## src/rtl/tmds_link_if.sv

```systemverilog
// Pixel-side bundle of the TMDS link sequencer: raw video/sync in, serializer words and status out.
interface tmds_link_if;
    logic       enable;
    logic       de_in;
    logic       hsync_in;
    logic       vsync_in;
    logic [9:0] vid_one_in;
    logic [9:0] vid_two_in;
    logic [9:0] vid_three_in;
    logic       ser_rst;
    logic [9:0] tmds_one;
    logic [9:0] tmds_two;
    logic [9:0] tmds_three;
    logic       link_up;

    modport master (
        output enable, de_in, hsync_in, vsync_in, vid_one_in, vid_two_in, vid_three_in,
        input  ser_rst, tmds_one, tmds_two, tmds_three, link_up
    );

    modport slave (
        input  enable, de_in, hsync_in, vsync_in, vid_one_in, vid_two_in, vid_three_in,
        output ser_rst, tmds_one, tmds_two, tmds_three, link_up
    );
endinterface

```

## src/rtl/tmds_link_seq.sv

```systemverilog
// TMDS link bring-up sequencer: serializer reset, control-token settle, then video with
// preamble/guard-band insertion driven by a 10-cycle look-ahead on de_in.
module tmds_link_seq #(
    parameter int SER_RST_CYCLES = 16,
    parameter int SETTLE_CYCLES  = 64
) (
    input  logic       clk,
    input  logic       rst,
    tmds_link_if.slave link
);
    localparam logic [9:0] TOK00   = 10'b1101010100;
    localparam logic [9:0] TOK01   = 10'b0010101011;
    localparam logic [9:0] TOK10   = 10'b0101010100;
    localparam logic [9:0] TOK11   = 10'b1010101011;
    localparam logic [9:0] GB_EVEN = 10'b1011001100;
    localparam logic [9:0] GB_ODD  = 10'b0100110011;

    localparam int DLY     = 10;
    localparam int DW      = 33;
    localparam int CNT_MAX = (SER_RST_CYCLES > SETTLE_CYCLES) ? SER_RST_CYCLES : SETTLE_CYCLES;
    localparam int CNT_W   = $clog2(CNT_MAX + 1);
    localparam logic [CNT_W-1:0] SER_LAST    = CNT_W'(SER_RST_CYCLES - 1);
    localparam logic [CNT_W-1:0] SETTLE_DONE = CNT_W'(SETTLE_CYCLES);

    typedef enum logic [1:0] {IDLE, SERRST, SETTLE, RUN} state_t;
    typedef enum logic [2:0] {SEL_TOK00, SEL_BLANK, SEL_PRE, SEL_GUARD, SEL_VID} sel_t;

    function automatic logic [9:0] ctrl_token(input logic [1:0] c);
        case (c)
            2'b00:   return TOK00;
            2'b01:   return TOK01;
            2'b10:   return TOK10;
            default: return TOK11;
        endcase
    endfunction

    state_t                 state_reg, state_next;
    logic [CNT_W-1:0]       phase_cnt_reg, phase_cnt_next;
    logic                   pre_active_reg, pre_active_next;
    logic [3:0]             pre_k_reg, pre_k_next;
    logic                   de_prev_reg, vs_prev_reg;
    logic [DLY-1:0][DW-1:0] dly_reg;
    logic [2:0][9:0]        lane_reg, lane_next;
    logic                   ser_rst_reg, link_up_reg;

    logic                   de_d, hs_d, vs_d;
    logic [2:0][9:0]        vid_d;
    logic                   de_rise, vs_rise, pre_start, pre_run;
    logic [3:0]             k_eff;
    logic [9:0]             sync_tok;
    sel_t                   sel;

    // Stage 0 takes the raw inputs; the last stage feeds the output mux, so with the output
    // register the pipeline is 11 cycles deep and the raw de_in edge is a 10-cycle look-ahead.
    always_ff @(posedge clk) begin
        if (rst) begin
            dly_reg <= '0;
        end else begin
            dly_reg <= {dly_reg[DLY-2:0],
                        {link.de_in, link.hsync_in, link.vsync_in,
                         link.vid_three_in, link.vid_two_in, link.vid_one_in}};
        end
    end

    assign de_d     = dly_reg[DLY-1][32];
    assign hs_d     = dly_reg[DLY-1][31];
    assign vs_d     = dly_reg[DLY-1][30];
    assign vid_d    = dly_reg[DLY-1][29:0];
    assign sync_tok = ctrl_token({vs_d, hs_d});
    assign de_rise  = link.de_in & ~de_prev_reg;
    assign vs_rise  = link.vsync_in & ~vs_prev_reg;

    always_ff @(posedge clk) begin
        if (rst) begin
            state_reg      <= IDLE;
            phase_cnt_reg  <= '0;
            pre_active_reg <= 1'b0;
            pre_k_reg      <= '0;
            de_prev_reg    <= 1'b0;
            vs_prev_reg    <= 1'b0;
            lane_reg       <= {3{TOK00}};
            ser_rst_reg    <= 1'b1;
            link_up_reg    <= 1'b0;
        end else begin
            state_reg      <= state_next;
            phase_cnt_reg  <= phase_cnt_next;
            pre_active_reg <= pre_active_next;
            pre_k_reg      <= pre_k_next;
            de_prev_reg    <= link.de_in;
            vs_prev_reg    <= link.vsync_in;
            lane_reg       <= lane_next;
            ser_rst_reg    <= (state_next == IDLE) || (state_next == SERRST);
            link_up_reg    <= (state_next == RUN);
        end
    end

    always_comb begin
        state_next     = state_reg;
        phase_cnt_next = phase_cnt_reg;
        case (state_reg)
            IDLE: begin
                phase_cnt_next = '0;
                if (link.enable) state_next = SERRST;
            end
            SERRST: begin
                if (phase_cnt_reg == SER_LAST) begin
                    state_next     = SETTLE;
                    phase_cnt_next = '0;
                end else begin
                    phase_cnt_next = phase_cnt_reg + CNT_W'(1);
                end
            end
            SETTLE: begin
                // Counter saturates at the settle length; the vsync edge is only honoured after.
                if (phase_cnt_reg == SETTLE_DONE) begin
                    if (vs_rise) state_next = RUN;
                end else begin
                    phase_cnt_next = phase_cnt_reg + CNT_W'(1);
                end
            end
            default: phase_cnt_next = '0;
        endcase
        if (!link.enable) begin
            state_next     = IDLE;
            phase_cnt_next = '0;
        end

        // A new line is announced 10 cycles ahead; k=0 is used on the edge cycle itself.
        pre_start       = (state_reg == RUN) && (state_next == RUN) && de_rise && !pre_active_reg;
        pre_run         = pre_active_reg || pre_start;
        k_eff           = pre_start ? 4'd0 : pre_k_reg;
        pre_active_next = 1'b0;
        pre_k_next      = pre_k_reg;
        if ((state_next == RUN) && pre_run && (k_eff != 4'd9)) begin
            pre_active_next = 1'b1;
            pre_k_next      = k_eff + 4'd1;
        end

        sel = SEL_TOK00;
        case (state_next)
            SETTLE: sel = SEL_BLANK;
            RUN: begin
                if (de_d)                sel = SEL_VID;
                else if (!pre_run)       sel = SEL_BLANK;
                else if (k_eff >= 4'd8)  sel = SEL_GUARD;
                else                     sel = SEL_PRE;
            end
            default: sel = SEL_TOK00;
        endcase
    end

    genvar gi;
    generate
        for (gi = 0; gi < 3; gi++) begin : g_lane
            localparam logic [9:0] PRE_TOK = (gi == 1) ? TOK01 : TOK00;
            localparam logic [9:0] GUARD   = (gi == 1) ? GB_ODD : GB_EVEN;
            logic [9:0] ctrl_word;
            logic [9:0] word;

            assign ctrl_word = (gi == 0) ? sync_tok : TOK00;

            always_comb begin
                word = TOK00;
                case (sel)
                    SEL_BLANK: word = ctrl_word;
                    SEL_PRE:   word = (gi == 0) ? sync_tok : PRE_TOK;
                    SEL_GUARD: word = GUARD;
                    SEL_VID:   word = vid_d[gi];
                    default:   word = TOK00;
                endcase
            end

            assign lane_next[gi] = word;
        end
    endgenerate

    assign link.ser_rst    = ser_rst_reg;
    assign link.link_up    = link_up_reg;
    assign link.tmds_one   = lane_reg[0];
    assign link.tmds_two   = lane_reg[1];
    assign link.tmds_three = lane_reg[2];
endmodule

```

## src/flat_wrapper.sv

```systemverilog
// flat-port wrapper written by rule: the top's interface ports become plain ports
module tmds_link_seq_flat 
#(
    parameter int SER_RST_CYCLES = 16,
    parameter int SETTLE_CYCLES  = 64
)
  (clk, rst, link_enable, link_de_in, link_hsync_in, link_vsync_in, link_vid_one_in, link_vid_two_in, link_vid_three_in, link_ser_rst, link_tmds_one, link_tmds_two, link_tmds_three, link_link_up);
  tmds_link_if link_i ();
  input  logic clk;
  input  logic rst;
  input wire logic [$bits(link_i.enable)-1:0] link_enable;
  input wire logic [$bits(link_i.de_in)-1:0] link_de_in;
  input wire logic [$bits(link_i.hsync_in)-1:0] link_hsync_in;
  input wire logic [$bits(link_i.vsync_in)-1:0] link_vsync_in;
  input wire logic [$bits(link_i.vid_one_in)-1:0] link_vid_one_in;
  input wire logic [$bits(link_i.vid_two_in)-1:0] link_vid_two_in;
  input wire logic [$bits(link_i.vid_three_in)-1:0] link_vid_three_in;
  output wire logic [$bits(link_i.ser_rst)-1:0] link_ser_rst;
  output wire logic [$bits(link_i.tmds_one)-1:0] link_tmds_one;
  output wire logic [$bits(link_i.tmds_two)-1:0] link_tmds_two;
  output wire logic [$bits(link_i.tmds_three)-1:0] link_tmds_three;
  output wire logic [$bits(link_i.link_up)-1:0] link_link_up;
  assign link_i.enable = link_enable;
  assign link_i.de_in = link_de_in;
  assign link_i.hsync_in = link_hsync_in;
  assign link_i.vsync_in = link_vsync_in;
  assign link_i.vid_one_in = link_vid_one_in;
  assign link_i.vid_two_in = link_vid_two_in;
  assign link_i.vid_three_in = link_vid_three_in;
  assign link_ser_rst = link_i.ser_rst;
  assign link_tmds_one = link_i.tmds_one;
  assign link_tmds_two = link_i.tmds_two;
  assign link_tmds_three = link_i.tmds_three;
  assign link_link_up = link_i.link_up;
  tmds_link_seq #(.SER_RST_CYCLES(SER_RST_CYCLES), .SETTLE_CYCLES(SETTLE_CYCLES)) u_core (.clk(clk), .rst(rst), .link(link_i));
endmodule
```

## config.mk

```make
export PLATFORM = sky130hd
export DESIGN_NAME = tmds_link_seq_flat
export DESIGN_NICKNAME = d
export VERILOG_FILES = /design/src/rtl/tmds_link_if.sv /design/src/rtl/tmds_link_seq.sv /design/src/flat_wrapper.sv
export SDC_FILE = /design/constraint.sdc
export NUM_CORES = 1
export LEC_CHECK = 0
export ABC_AREA = 1
export CAP_MARGIN = 10
export CORE_UTILIZATION = 40
export DETAILED_ROUTE_END_ITERATION = 10
export DONT_BUFFER_PORTS = 1
export PLACE_DENSITY = 0.54
export SYNTH_ARGS = -nofsm -noshare
export SYNTH_HDL_FRONTEND = slang
export SYNTH_SLANG_ARGS = --single-unit
```

## constraint.sdc

```tcl
create_clock -name clk -period 3.46 [get_ports clk]
set_clock_uncertainty 0.2 [all_clocks]
set_input_delay 0.692 -clock clk [delete_from_list [all_inputs] [get_ports clk]]
set_output_delay 0.692 -clock clk [all_outputs]
set_load 0.005 [all_outputs]
```

==> impl_metrics.json <==
{
  "dp_hpwl_mm": 7.56,
  "io_pins": 68,
  "portBuffers": 0,
  "synthArstFlopShare": 0,
  "fp-row-count": 61,
  "wl_per_cell_um": 8.01,
  "netlist_top_cells_count": "376 x dfxtp_1, 361 x inv_1, 351 x nor2_1, 69 x nand2_1, 37 x clkbuf_1",
  "synth_cells": 1286,
  "grt_pass1_wl_mm": 25.1,
  "cts_resized": 0,
  "syn_nets": 1336,
  "critical_path_arrival_ps": 2870,
  "rsz0062_at_grt": "false",
  "reg2reg_from": "u_core.state_reg[0]$_SDFF_PP0_",
  "seq_power_share": 0.518,
  "clockBufferDepth": 3,
  "post_cts_buffers": 0,
  "grt_usage": 0.103,
  "viasPerCell": 3.58,
  "num_vias": 6069,
  "postRouteAntennaNets": 0,
  "hp-start": "link_vid_two_in[9]",
  "fin_area_um2": 12900,
  "largest_reg_flops": 329,
  "hold_viol_final": 0,
  "clk_pin_slew_ps": 60,
  "utilization": 0.463,
  "cts.sinks": 376,
  "reg2reg_depth": 16,
  "grt_max_degree": 345,
  "swShare": 0.191,
  "min_period_ps": 2670,
  "setup_viol": 0,
  "cts_buffers": 38,
  "worstSkewPairLatency_ps": 510,
  "ys.warnings.count": 0,
  "wirelength_mm": 13.6,
  "r2r_setup_slack_ps": 790,
  "crit_path_start_kind": "register",
  "synth-main-ff-cell": "dfxtp_1",
  "cp.required_ps": 3660,
  "gp_congestion": 0.760,
  "crit_path_end_kind": "register",
  "syn_area_um2": 11300,
  "seq_area_frac_synth": 0.667,
  "dieArea_um2": 28900,
  "outcome": "complete, no violations",
  "holdPathEnd": "u_core.dly_reg[19]$_SDFF_PP0_",
  "crit_type": "register to register",
  "syn_to_final_growth_pct": 14.0,
  "grt-ovfl-total": 0,
  "max-vdd-ir-drop_mv": 0.398,
  "cellLeakagePower_nw": 5.28,
  "synth_cell_types": 31,
  "combPwrFrac": 0.008,
  "hold_path.class": "input port to register",
  "drcViolationCount": 0,
  "setup_tns_ps": 0,
  "postSynthAreaPerCell_um2": 8.78,
  "layout-drive-gt1-share": 0.0578,
  "core_um2": 27800,
  "diodes": 0,
  "synth.area.top_cells": "dfxtp_1 67%, inv_1 12%, nor2_1 12%",
  "root_buffer": "clkbuf_16",
  "r2r_end": "u_core.pre_k_reg[0]$_SDFFE_PP0P_",
  "period_share": 0.771,
  "cts_tree": "yes",
  "switchingPower_mw": 1.63,
  "clock.fmax_mhz": 375,
  "synth_edf_count": 0,
  "yosysTopAreaCell": "dfxtp_1",
  "power_density_nw_per_um2": 661,
  "tightest_slew_ps": 691,
  "die_y_um": 170,
  "ctsHoldBuffers": 0,
  "nNetsFinal": 1337,
  "dpl_cell_area_um2": 11600,
  "dr.pass1.iters": 4,
  "clkPwrFrac": 0.474,
  "slew-limit-headroom": 0.539,
  "internal_power_mw": 6.88,
  "cp_max_fo": 7,
  "synth.top_cell.area_share": 0.667,
  "cts_max_level": 2,
  "drt_iter0_drc": 283,
  "dp_cells": 1625,
  "yosysMostFrequentCell": "dfxtp_1",
  "die_w_um": 170,
  "final_cells": 1693,
  "antenna_found_initial": 0,
  "synth_seq_cells": 376,
  "min_path_cells": 2,
  "report.final.slew_viol_count": 0,
  "max_cap_viol_count": 0,
  "grt_pass1_vias": 5606,
  "start_util": 0.406
}
## per-stage QoR
step                      total power, mW  hold slack [ps]  worst slack (ps)
after floorplan                      4.61              188              1090
after global placement               4.57              190               884
after detailed placement             4.57              192               813
after CTS                            8.65             53.3               809
after global routing                 8.89             55.7               467
final                                8.51             81.6               791
## cells in the final DEF, fill, tap and decap left out, types with 2 or more instances in the layout
| master | netlist | layout |
|---|---|---|
| nor3b_1 | 3 | 3 |
| clkinv_2 | 0 | 6 |
| a22oi_1 | 3 | 3 |
| clkbuf_16 | 0 | 38 |
| nand4_1 | 3 | 3 |
| dfxtp_1 | 376 | 376 |
| clkbuf_8 | 0 | 6 |
| nand3_1 | 21 | 21 |
| nand3_2 | 2 | 2 |
| a21oi_1 | 14 | 14 |
| o211ai_1 | 2 | 2 |
| a21boi_0 | 2 | 2 |
| nand2_1 | 69 | 69 |
| o21ai_1 | 2 | 2 |
| o21ai_0 | 2 | 2 |
| nor2_1 | 351 | 351 |
| or2_2 | 5 | 5 |
| inv_1 | 361 | 361 |
| xor2_1 | 3 | 3 |
| nor2_4 | 2 | 2 |
| nand2_2 | 3 | 3 |
| ha_1 | 14 | 14 |
| clkbuf_1 | 37 | 10 |
| inv_6 | 0 | 2 |
| bufinv_16 | 0 | 4 |
## worst max path at each step
stage,from,endpoint,slack [ps],cells past startpoint
after global routing,u_core.state_reg[0]$_SDFF_PP0_,u_core.pre_k_reg[0]$_SDFFE_PP0P_,470,16
after detailed placement,u_core.state_reg[0]$_SDFF_PP0_,u_core.pre_k_reg[3]$_SDFFE_PP0P_,810,16
final,u_core.state_reg[0]$_SDFF_PP0_,u_core.pre_k_reg[0]$_SDFFE_PP0P_,790,16
after global placement,link_vsync_in,u_core.pre_k_reg[3]$_SDFFE_PP0P_,880,14
after floorplan,u_core.state_reg[0]$_SDFF_PP0_,u_core.pre_k_reg[3]$_SDFFE_PP0P_,1090,16
after CTS,u_core.state_reg[0]$_SDFF_PP0_,u_core.pre_k_reg[3]$_SDFFE_PP0P_,810,16
## metal layers
metal	track usage	share of wire
met1	0.140	0.54
met3	0.0302	0.052
met5	0	0
met2	0.149	0.38
met4	0.0490	0.028
## logic make-up after synthesis
logic type / Yosys count / synth area share
buf+inv: 402 / 0.134
simple gates: 462 / 0.165
flops: 376 / 0.667
compound gates: 29 / 0.0163
xor+xnor: 3 / 0.00233
fa+ha+maj: 14 / 0.0155
## critical path, cell delays in order (launching register included)
cell,delay [ps]
dfxtp_1,350
inv_1,120
ha_1,180
inv_1,60
nor3b_1,290
nand3_1,120
nand2_1,80
nand2_1,80
nand2_4,120
nand4_2,170
nand2_1,110
inv_1,70
ha_1,190
nand4_1,190
nand3_1,110
nand2_1,70
nor2_1,50
## area by class of cell
cell class | count | area (um2)
clock buffers | 54 | 1070
clock inverters | 14 | 191
fillers | 2760 | 14900
inverters | 363 | 1360
multi-input cells | 508 | 2240
flip-flops and latches | 376 | 7530
well taps | 378 | 473
## power groups by stage
stage          Sequential [mW]  Clock (mW)  Combinational [mW]
5_1_grt                   4.41        4.39              0.0862
2_1_floorplan             4.50           0               0.112
4_1_cts                   4.41        4.18              0.0703
3_3_place_gp              4.50           0              0.0691
6_report                  4.41        4.04              0.0686
3_5_place_dp              4.50           0              0.0700
Note: power is estimated with default switching activity, not from simulation.
